===== src/rtl/fifo_rd_stream_pkg.sv =====
// Shared types and constants for the FIFO read-side stream engine.
package fifo_rd_stream_pkg;

    localparam int unsigned BUF_DEPTH     = 2;
    localparam int unsigned OCC_WIDTH     = 2;
    localparam int unsigned PKT_IDX_WIDTH = 16;

    typedef logic [OCC_WIDTH-1:0]     occ_t;
    typedef logic [PKT_IDX_WIDTH-1:0] pkt_idx_t;

    // Words buffered plus in flight, after this cycle's pop leaves.
    function automatic logic [2:0] pending(input occ_t occ, input logic infl, input logic pop);
        return 3'(occ) + 3'(infl) - 3'(pop);
    endfunction

endpackage


===== src/rtl/fifo_rd_stream_if.sv =====
// Downstream valid/ready word stream with packet framing.
interface fifo_rd_stream_if #(
    parameter int unsigned DATA_WIDTH = 32
);
    logic                  m_valid;
    logic                  m_ready;
    logic [DATA_WIDTH-1:0] m_data;
    logic                  m_last;

    modport master (output m_valid, output m_data, output m_last, input m_ready);
    modport slave  (input m_valid, input m_data, input m_last, output m_ready);
endinterface


===== src/rtl/fifo_rd_stream_skid.sv =====
// Two-entry output buffer: push at tail, pop from head, occupancy tracking.
module fifo_rd_stream_skid
    import fifo_rd_stream_pkg::*;
#(
    parameter int unsigned DATA_WIDTH = 32
) (
    input  logic                  clk,
    input  logic                  rst_n,
    input  logic                  push,
    input  logic [DATA_WIDTH-1:0] push_data,
    input  logic                  pop,
    output occ_t                  occ,
    output logic [DATA_WIDTH-1:0] head
);

    localparam occ_t OCC_MAX = occ_t'(BUF_DEPTH);

    logic [DATA_WIDTH-1:0] mem [BUF_DEPTH];
    logic                  wr_ptr;
    logic                  rd_ptr;

    // Storage and 1-bit pointers; pointers wrap naturally.
    always_ff @(posedge clk or negedge rst_n) begin
        if (!rst_n) begin
            for (int i = 0; i < BUF_DEPTH; i++) begin
                mem[i] <= '0;
            end
            wr_ptr <= 1'b0;
            rd_ptr <= 1'b0;
        end else begin
            if (push) begin
                mem[wr_ptr] <= push_data;
                wr_ptr      <= ~wr_ptr;
            end
            if (pop) begin
                rd_ptr <= ~rd_ptr;
            end
        end
    end

    // Occupancy: simultaneous push and pop cancel.
    always_ff @(posedge clk or negedge rst_n) begin
        if (!rst_n) begin
            occ <= '0;
        end else begin
            case ({push, pop})
                2'b10:   occ <= occ + occ_t'(1);
                2'b01:   occ <= occ - occ_t'(1);
                default: occ <= occ;
            endcase
        end
    end

    assign head = mem[rd_ptr];

    occ_bound: assert property (@(posedge clk) disable iff (!rst_n) occ <= OCC_MAX);

endmodule


===== src/rtl/fifo_rd_stream.sv =====
// Read-side drain engine for a single-clock FIFO with one-cycle read latency.
// Issues reads against rd_empty, buffers up to two words, and presents them
// as a framed valid/ready stream (m_last every PKT_LEN beats).
// Optional: define FIFO_RD_STREAM_BEAT_CNT_EN to add the beat_cnt output.
module fifo_rd_stream
    import fifo_rd_stream_pkg::*;
#(
    parameter int unsigned DATA_WIDTH = 32,
    parameter int unsigned PKT_LEN    = 16
`ifdef FIFO_RD_STREAM_BEAT_CNT_EN
    ,
    parameter int unsigned CNT_WIDTH  = 32
`endif
) (
    input  logic                  rd_clk,
    input  logic                  rd_rst_n,
    output logic                  fifo_rd_en,
    input  logic                  fifo_rd_empty,
    input  logic [DATA_WIDTH-1:0] fifo_rd_data,
    fifo_rd_stream_if.master      m
`ifdef FIFO_RD_STREAM_BEAT_CNT_EN
    ,
    output logic [CNT_WIDTH-1:0]  beat_cnt
`endif
);

    localparam pkt_idx_t LAST_IDX = pkt_idx_t'(PKT_LEN - 1);

    logic                  infl;
    logic                  pop;
    occ_t                  occ;
    logic [DATA_WIDTH-1:0] head;
    pkt_idx_t              beat_idx;

    assign pop        = m.m_valid & m.m_ready;
    assign fifo_rd_en = ~fifo_rd_empty & (pending(occ, infl, pop) < 3'd2);

    assign m.m_valid  = (occ != '0);
    assign m.m_data   = head;
    assign m.m_last   = m.m_valid & (beat_idx == LAST_IDX);

    // A read issued this cycle returns data on the next one.
    always_ff @(posedge rd_clk or negedge rd_rst_n) begin
        if (!rd_rst_n) begin
            infl <= 1'b0;
        end else begin
            infl <= fifo_rd_en;
        end
    end

    // Position of the head word within its packet.
    always_ff @(posedge rd_clk or negedge rd_rst_n) begin
        if (!rd_rst_n) begin
            beat_idx <= '0;
        end else if (pop) begin
            beat_idx <= (beat_idx == LAST_IDX) ? '0 : beat_idx + pkt_idx_t'(1);
        end
    end

`ifdef FIFO_RD_STREAM_BEAT_CNT_EN
    // Free-running count of accepted beats.
    always_ff @(posedge rd_clk or negedge rd_rst_n) begin
        if (!rd_rst_n) begin
            beat_cnt <= '0;
        end else if (pop) begin
            beat_cnt <= beat_cnt + CNT_WIDTH'(1);
        end
    end
`endif

    fifo_rd_stream_skid #(
        .DATA_WIDTH (DATA_WIDTH)
    ) u_skid (
        .clk       (rd_clk),
        .rst_n     (rd_rst_n),
        .push      (infl),
        .push_data (fifo_rd_data),
        .pop       (pop),
        .occ       (occ),
        .head      (head)
    );

endmodule


===== src/flat_wrapper.sv =====
// flat-port wrapper written by rule: the top's interface ports become plain ports
module fifo_rd_stream_flat import fifo_rd_stream_pkg::*;
#(
    parameter int unsigned DATA_WIDTH = 32,
    parameter int unsigned PKT_LEN    = 16

)
  (rd_clk, rd_rst_n, fifo_rd_en, fifo_rd_empty, fifo_rd_data, m_m_valid, m_m_data, m_m_last, m_m_ready);
  fifo_rd_stream_if #(.DATA_WIDTH(DATA_WIDTH)) m_i ();
  input  logic rd_clk;
  input  logic rd_rst_n;
  output logic fifo_rd_en;
  input  logic fifo_rd_empty;
  input  logic [DATA_WIDTH-1:0] fifo_rd_data;
  output wire logic [$bits(m_i.m_valid)-1:0] m_m_valid;
  output wire logic [$bits(m_i.m_data)-1:0] m_m_data;
  output wire logic [$bits(m_i.m_last)-1:0] m_m_last;
  input wire logic [$bits(m_i.m_ready)-1:0] m_m_ready;
  assign m_m_valid = m_i.m_valid;
  assign m_m_data = m_i.m_data;
  assign m_m_last = m_i.m_last;
  assign m_i.m_ready = m_m_ready;
  fifo_rd_stream #(.DATA_WIDTH(DATA_WIDTH), .PKT_LEN(PKT_LEN)) u_core (.rd_clk(rd_clk), .rd_rst_n(rd_rst_n), .fifo_rd_en(fifo_rd_en), .fifo_rd_empty(fifo_rd_empty), .fifo_rd_data(fifo_rd_data), .m(m_i));
endmodule

===== config.mk =====
export PLATFORM = sky130hd
export DESIGN_NAME = fifo_rd_stream_flat
export DESIGN_NICKNAME = d
export VERILOG_FILES = /design/src/rtl/fifo_rd_stream_pkg.sv /design/src/rtl/fifo_rd_stream_if.sv /design/src/rtl/fifo_rd_stream_skid.sv /design/src/rtl/fifo_rd_stream.sv /design/src/flat_wrapper.sv
export SDC_FILE = /design/constraint.sdc
export NUM_CORES = 1
export LEC_CHECK = 0
export CELL_PAD_IN_SITES_DETAIL_PLACEMENT = 1
export CELL_PAD_IN_SITES_GLOBAL_PLACEMENT = 1
export CORE_MARGIN = 3
export CORE_UTILIZATION = 30
export DETAILED_ROUTE_END_ITERATION = 10
export GPL_ROUTABILITY_DRIVEN = 0
export PLACE_DENSITY_LB_ADDON = 0.1
export SKIP_LAST_GASP = 1
export SLEW_MARGIN = 5
export SYNTH_ARGS = -nofsm -noshare
export SYNTH_HDL_FRONTEND = slang
export SYNTH_SLANG_ARGS = --single-unit

===== constraint.sdc =====
create_clock -name rd_clk -period 3.4 [get_ports rd_clk]
set_input_delay 0.51 -clock rd_clk [delete_from_list [all_inputs] [get_ports rd_clk]]
set_output_delay 0.51 -clock rd_clk [all_outputs]
set_load 0.05 [all_outputs]

== Yosys cells after proc, flatten, opt, wreduce, memory -nomap -nowiden ==
Cells that the tools add are included.

* Register bits after elaboration: 85
* Input port bits: 36
* Output and inout bits: 35
* Word-level logic and storage cells: 38

* $add $sub $neg: 5
* $lt $le $gt $ge: 4
* Equal/unequal tests: 3
* Multiplexer cells: 8
* Bitwise logic cells: 8
* Reductions and logical operators: 3

{| class="wikitable"
|+ Operators with widths
! cell !! count
|-
| 32-bit two-way mux || 4
|-
| 64-bit bitwise mux || 1
|-
| 32-bit demux with 1-bit select || 1
|-
| 16-bit by 1-bit adder with 16-bit output, second input constant || 1
|-
| 16-bit by 4-bit equality test with 1-bit output, second input constant || 1
|-
| 16-bit two-way mux || 1
|-
| 2-bit greater-or-equal comparator, second input constant || 2
|-
| 1-bit NOT with 2-bit output || 2
|-
| 2-bit one-hot mux with 2 select lines || 1
|-
| 2-bit nonzero test || 2
|-
| 2-bit by 1-bit adder with 3-bit output || 1
|-
| 1-bit AND || 3
|-
| 3-bit by 2-bit less-than comparator with 1-bit output, second input constant || 1
|-
| 1-bit NOT || 3
|-
| 3-bit by 1-bit subtractor with 3-bit output || 1
|-
| 2-bit by 1-bit adder with 2-bit output, second input constant || 1
|-
| 2-bit by 1-bit equality test with 1-bit output, second input constant || 1
|-
| 2-bit equality test, second input constant || 1
|-
| 2-bit by 1-bit less-than comparator with 1-bit output, second input constant || 1
|-
| 2-bit by 1-bit subtractor with 2-bit output, second input constant || 1
|-
| 1-bit logical AND || 1
|}

== Depth between registers and ports, before layout ==
* Depth in word-level cells: 6
* Mapped depth: 6
* Mapped depth without buffers: 5

== By module ==
Synthesis repeated with hierarchy kept, for this count alone.

* Cells, all modules: 267
* Area, all modules: 3,833.7 um2

{| class="wikitable"
|+ Modules (own cells, without submodules)
! module !! instances !! cells each !! area each (um2) !! seq. area each (um2)
|-
| fifo_rd_stream_skid || 1 || 184 || 2,925.3 || 1,701.6
|-
| fifo_rd_stream || 1 || 83 || 908.4 || 425.4
|}

== Worst setup path after synthesis ==
No wires, ideal clock.

* Path kind: flip-flop to output port
* Start: reg u_core.u_skid.occ[1]
* End: out fifo_rd_en
* Arrival: 2.594 ns
* Required time: 2.890 ns
* Path slack: 0.296 ns
* Cell stages (with the launch flop): 7
* Path buffers: 1
* Cells stage by stage: dfrtp_1 buf_4 o21ai_4 nor2_1 fa_1 xor2_1 nor3b_1

* Longest elaborated chain between the ends: 5
* Elaborated cells on any way between the ends: 6
* Classes of those cells: add/sub: 2; order compare: 1; bitwise: 2; reduce/logical: 1

{| class="wikitable"
|+ Ends and longest elaborated chain
! item !! line !! RTL
|-
| start, declared || fifo_rd_stream_skid.sv:12 || <nowiki>output occ_t occ,</nowiki>
|-
| start signal, assigned || fifo_rd_stream_skid.sv:47 || <nowiki>2'b10: occ <= occ + occ_t'(1);</nowiki>
|-
| start signal, assigned || fifo_rd_stream_skid.sv:48 || <nowiki>2'b01: occ <= occ - occ_t'(1);</nowiki>
|-
| branches (longest 2 deep; another with 2-bit by 1-bit adder with 3-bit output) || -- ||
|-
| 3-bit by 1-bit subtractor with 3-bit output * || fifo_rd_stream_pkg.sv:13 || <nowiki>return 3'(occ) + 3'(infl) - 3'(pop);</nowiki>
|-
| 3-bit by 2-bit less-than comparator with 1-bit output * || fifo_rd_stream.sv:36 || <nowiki>assign fifo_rd_en = ~fifo_rd_empty & (pending(occ, infl, pop) < 3'd2);</nowiki>
|-
| 1-bit AND * || fifo_rd_stream.sv:36 ||
|-
| end, declared || flat_wrapper.sv:12 || <nowiki>output logic fifo_rd_en;</nowiki>
|}

Mark *: on every way between the ends.

== Worst setup path after layout ==
* Start: in m_m_ready
* End: out fifo_rd_en

* Longest elaborated chain between the ends: 4

{| class="wikitable"
|+ Ends and longest elaborated chain
! item !! line !! RTL
|-
| start, declared || flat_wrapper.sv:18 || <nowiki>input wire logic [$bits(m_i.m_ready)-1:0] m_m_ready;</nowiki>
|-
| 1-bit AND || fifo_rd_stream.sv:35 || <nowiki>assign pop = m.m_valid & m.m_ready;</nowiki>
|-
| 3-bit by 1-bit subtractor with 3-bit output || fifo_rd_stream_pkg.sv:13 ||
|-
| 3-bit by 2-bit less-than comparator with 1-bit output || fifo_rd_stream.sv:36 ||
|-
| 1-bit AND || fifo_rd_stream.sv:36 ||
|}

Every way passes these cells.

==> metrics.txt <==
worst path arrival time=2.61 ns; RSZ-0062 raised after global routing=no; clk buf depth=2; clock slew at reported path FFs=0.06 ns; final routed DRC violation total=0; final hold violations=0; setup TNS=0 ns; Synthesized Nets=between 300 and 400; Clock power frac=between 15 and 20%; Vias=2402; P&R area growth vs syn=33.17%; htree depth=3; status=finished, final reports clean; RR Endpoint=u_core.infl; Leakage=0.002112 µW; root buffer cell=clkbuf_16; #FFs+latches synth=85; drt initial violations=59; ys flop type=dfrtp_1; Die X=roughly 120 µm; max-cap viol count=0; Post-Synthesis Cell Area=3821 µm²; n_diodes=0; worst r2r src=u_core.u_skid.occ[1]; setup skew after layout=0.004475 ns; Cell Area, Placed=4728 µm²; Reg power frac=between 20 and 30%; drt via density=~4.6; Die H=118.9 µm; period utilization=91.66%; total power=roughly 6000 µW; Core ar.=12210 µm²; critical path launch point type=input port; Synth cell types=36; Max FO, Critical Path=5; row count=40; IO Count=71; initial core utilization=a little under a third; Final Instance Area=5089 µm²; Mapped Avg Cell Area=13.75 µm²; placed insts=508; internal power=3586 µW; die area=14130 µm²; global route total overflow=0; all-layer global routing usage=12.80%; layout cells sized above 1=about a third; Worst VDD drop=0.4789 mV; Reg2Reg Depth=5; largest net degree at the start of global routing=51; nets@finish=389; Worst setup endpoint=fifo_rd_en; worst slew pin tran=0.6677 ns; EDFF count, synth=0; ys async rst share=100.0%; launch point of the worst path=m_m_ready; pwr dens=between 1000 and 1500 nW/µm²; endpoints failing setup=0; first-pass GRT wire length=14210 µm; Sw Share=around 40%; clk_lat worst skew=0.34 ns; Hold/Removal Path Class=in2async; f_max=320.9 MHz; CTS tree=built; NetSw=2409 µW; Final min period=3.117 ns; DPL Wire Length=5497 µm; post_cts resized=0; Non-Filler Instances=~520; CTS hold repair buffers=0; Worst Setup End Kind=output pin; Detail Route Antenna Nets=0; antenna violations before repair=0; vias in the first global route=2711; total setup buffers inserted after CTS=0; Inserted Clock Buffers=9; Seq/Total Area, Yosys=55.66%; Slew Viols, Final=0; router iterations before antenna repair=4; Comb pwr share=51.8%; WS Path Type=in2out; Total Wirelength=8257 µm; max_slew headroom=between 50% and 60%; WL per Instance=between 15 and 20 µm; R2R setup slack=1.32 ns; Cells after Synth=roughly 280; CTS Sinks=85; synth warn=0; Crit path required time=2.89 ns; port buffer count=70
[cells in the mapped netlist, drive strengths merged (2+ instances only)]
| library cell | n | share of area [%] |
|---|---|---|
| mux2 | 96 | 28 |
| nor2 | 9 | 0.88 |
| nor2b | 3 | 0.49 |
| xnor2 | 8 | 1.8 |
| xor2 | 9 | 2.1 |
| and4 | 2 | 0.46 |
| nor4 | 2 | 0.72 |
| buf | 8 | 1.2 |
| nand3 | 5 | 0.65 |
| o21ai | 9 | 1.5 |
| or4 | 3 | 0.69 |
| inv | 3 | 0.29 |
| dfrtp | 85 | 56 |
| nand2 | 12 | 1.2 |
| nor3 | 3 | 0.39 |
| clkbuf | 7 | 0.69 |
[kinds of logic (layout without fill, tap and decap cells)]
group,after synthesis,after routing,synth area share (%)
buffers and inverters,18,96,2.161
AOI/OAI and AO/OA,13,13,2.194
muxes,96,96,28.29
xor gates and xnor gates,17,17,3.897
adders and majority gates,2,2,0.8513
DFF,85,85,55.66
and+or+nand+nor,47,47,6.942
[state kept, by name (all words and copies together), names as in the netlist]
register              count
u_core.u_skid.wr_ptr      1
u_core.beat_idx          16
u_core.u_skid.rd_ptr      1
u_core.infl               1
u_core.u_skid.occ         2
u_core.u_skid.mem        64
[metal layers]
| metal | wire, µm | vias to the layer above | GRT usage [%] |
|---|---|---|---|
| met2 | 3934 | 49 | 20.18 |
| li1 | - | 1119 | - |
| met3 | 313 | 11 | 3.134 |
| met1 | 3831 | 1223 | 16.28 |
| met5 | 0 | - | 0 |
| met4 | 178 | 0 | 6.734 |
[worst max-delay path: stages]
cell	delay, ns
clkdlybuf4s50_1	0.51
and2b_1	0.26
o21ai_0	0.12
fa_1	0.40
xor2_1	0.15
nor3b_1	0.45
buf_12	0.20
[power groups by stage]
stage	Sequential, µW	Clock [µW]	Combinational (µW)
after floorplan	1630	0	2310
after global placement	1720	0	3120
after detailed placement	1740	0	3150
after CTS	1730	1220	3160
after global routing	1790	1260	3290
final	1720	1170	3100
[placed cells by master, fill, tap and decap left out, drive strengths merged, types with 2 or more instances in the layout]
| master | synthesis | routed |
|---|---|---|
| xnor2 | 8 | 8 |
| nor2b | 3 | 3 |
| nor3 | 3 | 3 |
| clkdlybuf4s50 | 0 | 68 |
| bufinv | 0 | 3 |
| xor2 | 9 | 9 |
| dfrtp | 85 | 85 |
| nand2 | 12 | 12 |
| nand3 | 5 | 5 |
| inv | 3 | 3 |
| nor2 | 9 | 9 |
| mux2 | 96 | 96 |
| or4 | 3 | 3 |
| clkbuf | 7 | 13 |
| buf | 8 | 9 |
| nor4 | 2 | 2 |
| o21ai | 9 | 9 |
| and4 | 2 | 2 |
[area by class of cell]
type / instances / area, µm²
Clock inverter: 3 / 90.09
Inverter: 3 / 11.26
Tap cell: 168 / 210.2
Multi-Input combinational cell: 175 / 1619
Sequential cell: 85 / 2127
Fill cell: 1283 / 7123
Clock buffer: 13 / 270.3
Timing Repair Buffer: 77 / 760.7
[how the worst min path moves through the flow]
stage,to
2_1_floorplan,u_core.beat_idx[0]
3_3_place_gp,u_core.u_skid.mem[35]
3_5_place_dp,u_core.beat_idx[15]
4_1_cts,u_core.u_skid.mem[3]
5_1_grt,u_core.u_skid.mem[3]
6_report,u_core.u_skid.mem[3]
[metrics by stage]
stage                     util (%)  worst slack (ns)  hold slack, ns
after floorplan                  -            0.2964          0.2144
after global placement       38.72            0.3747          0.4665
after detailed placement     38.72            0.2626          0.4749
after CTS                    41.67            0.2583          0.2201
after global routing         41.67            0.1542          0.2463
final                        41.67            0.2834          0.1975
(Power assumes the default switching activity.)
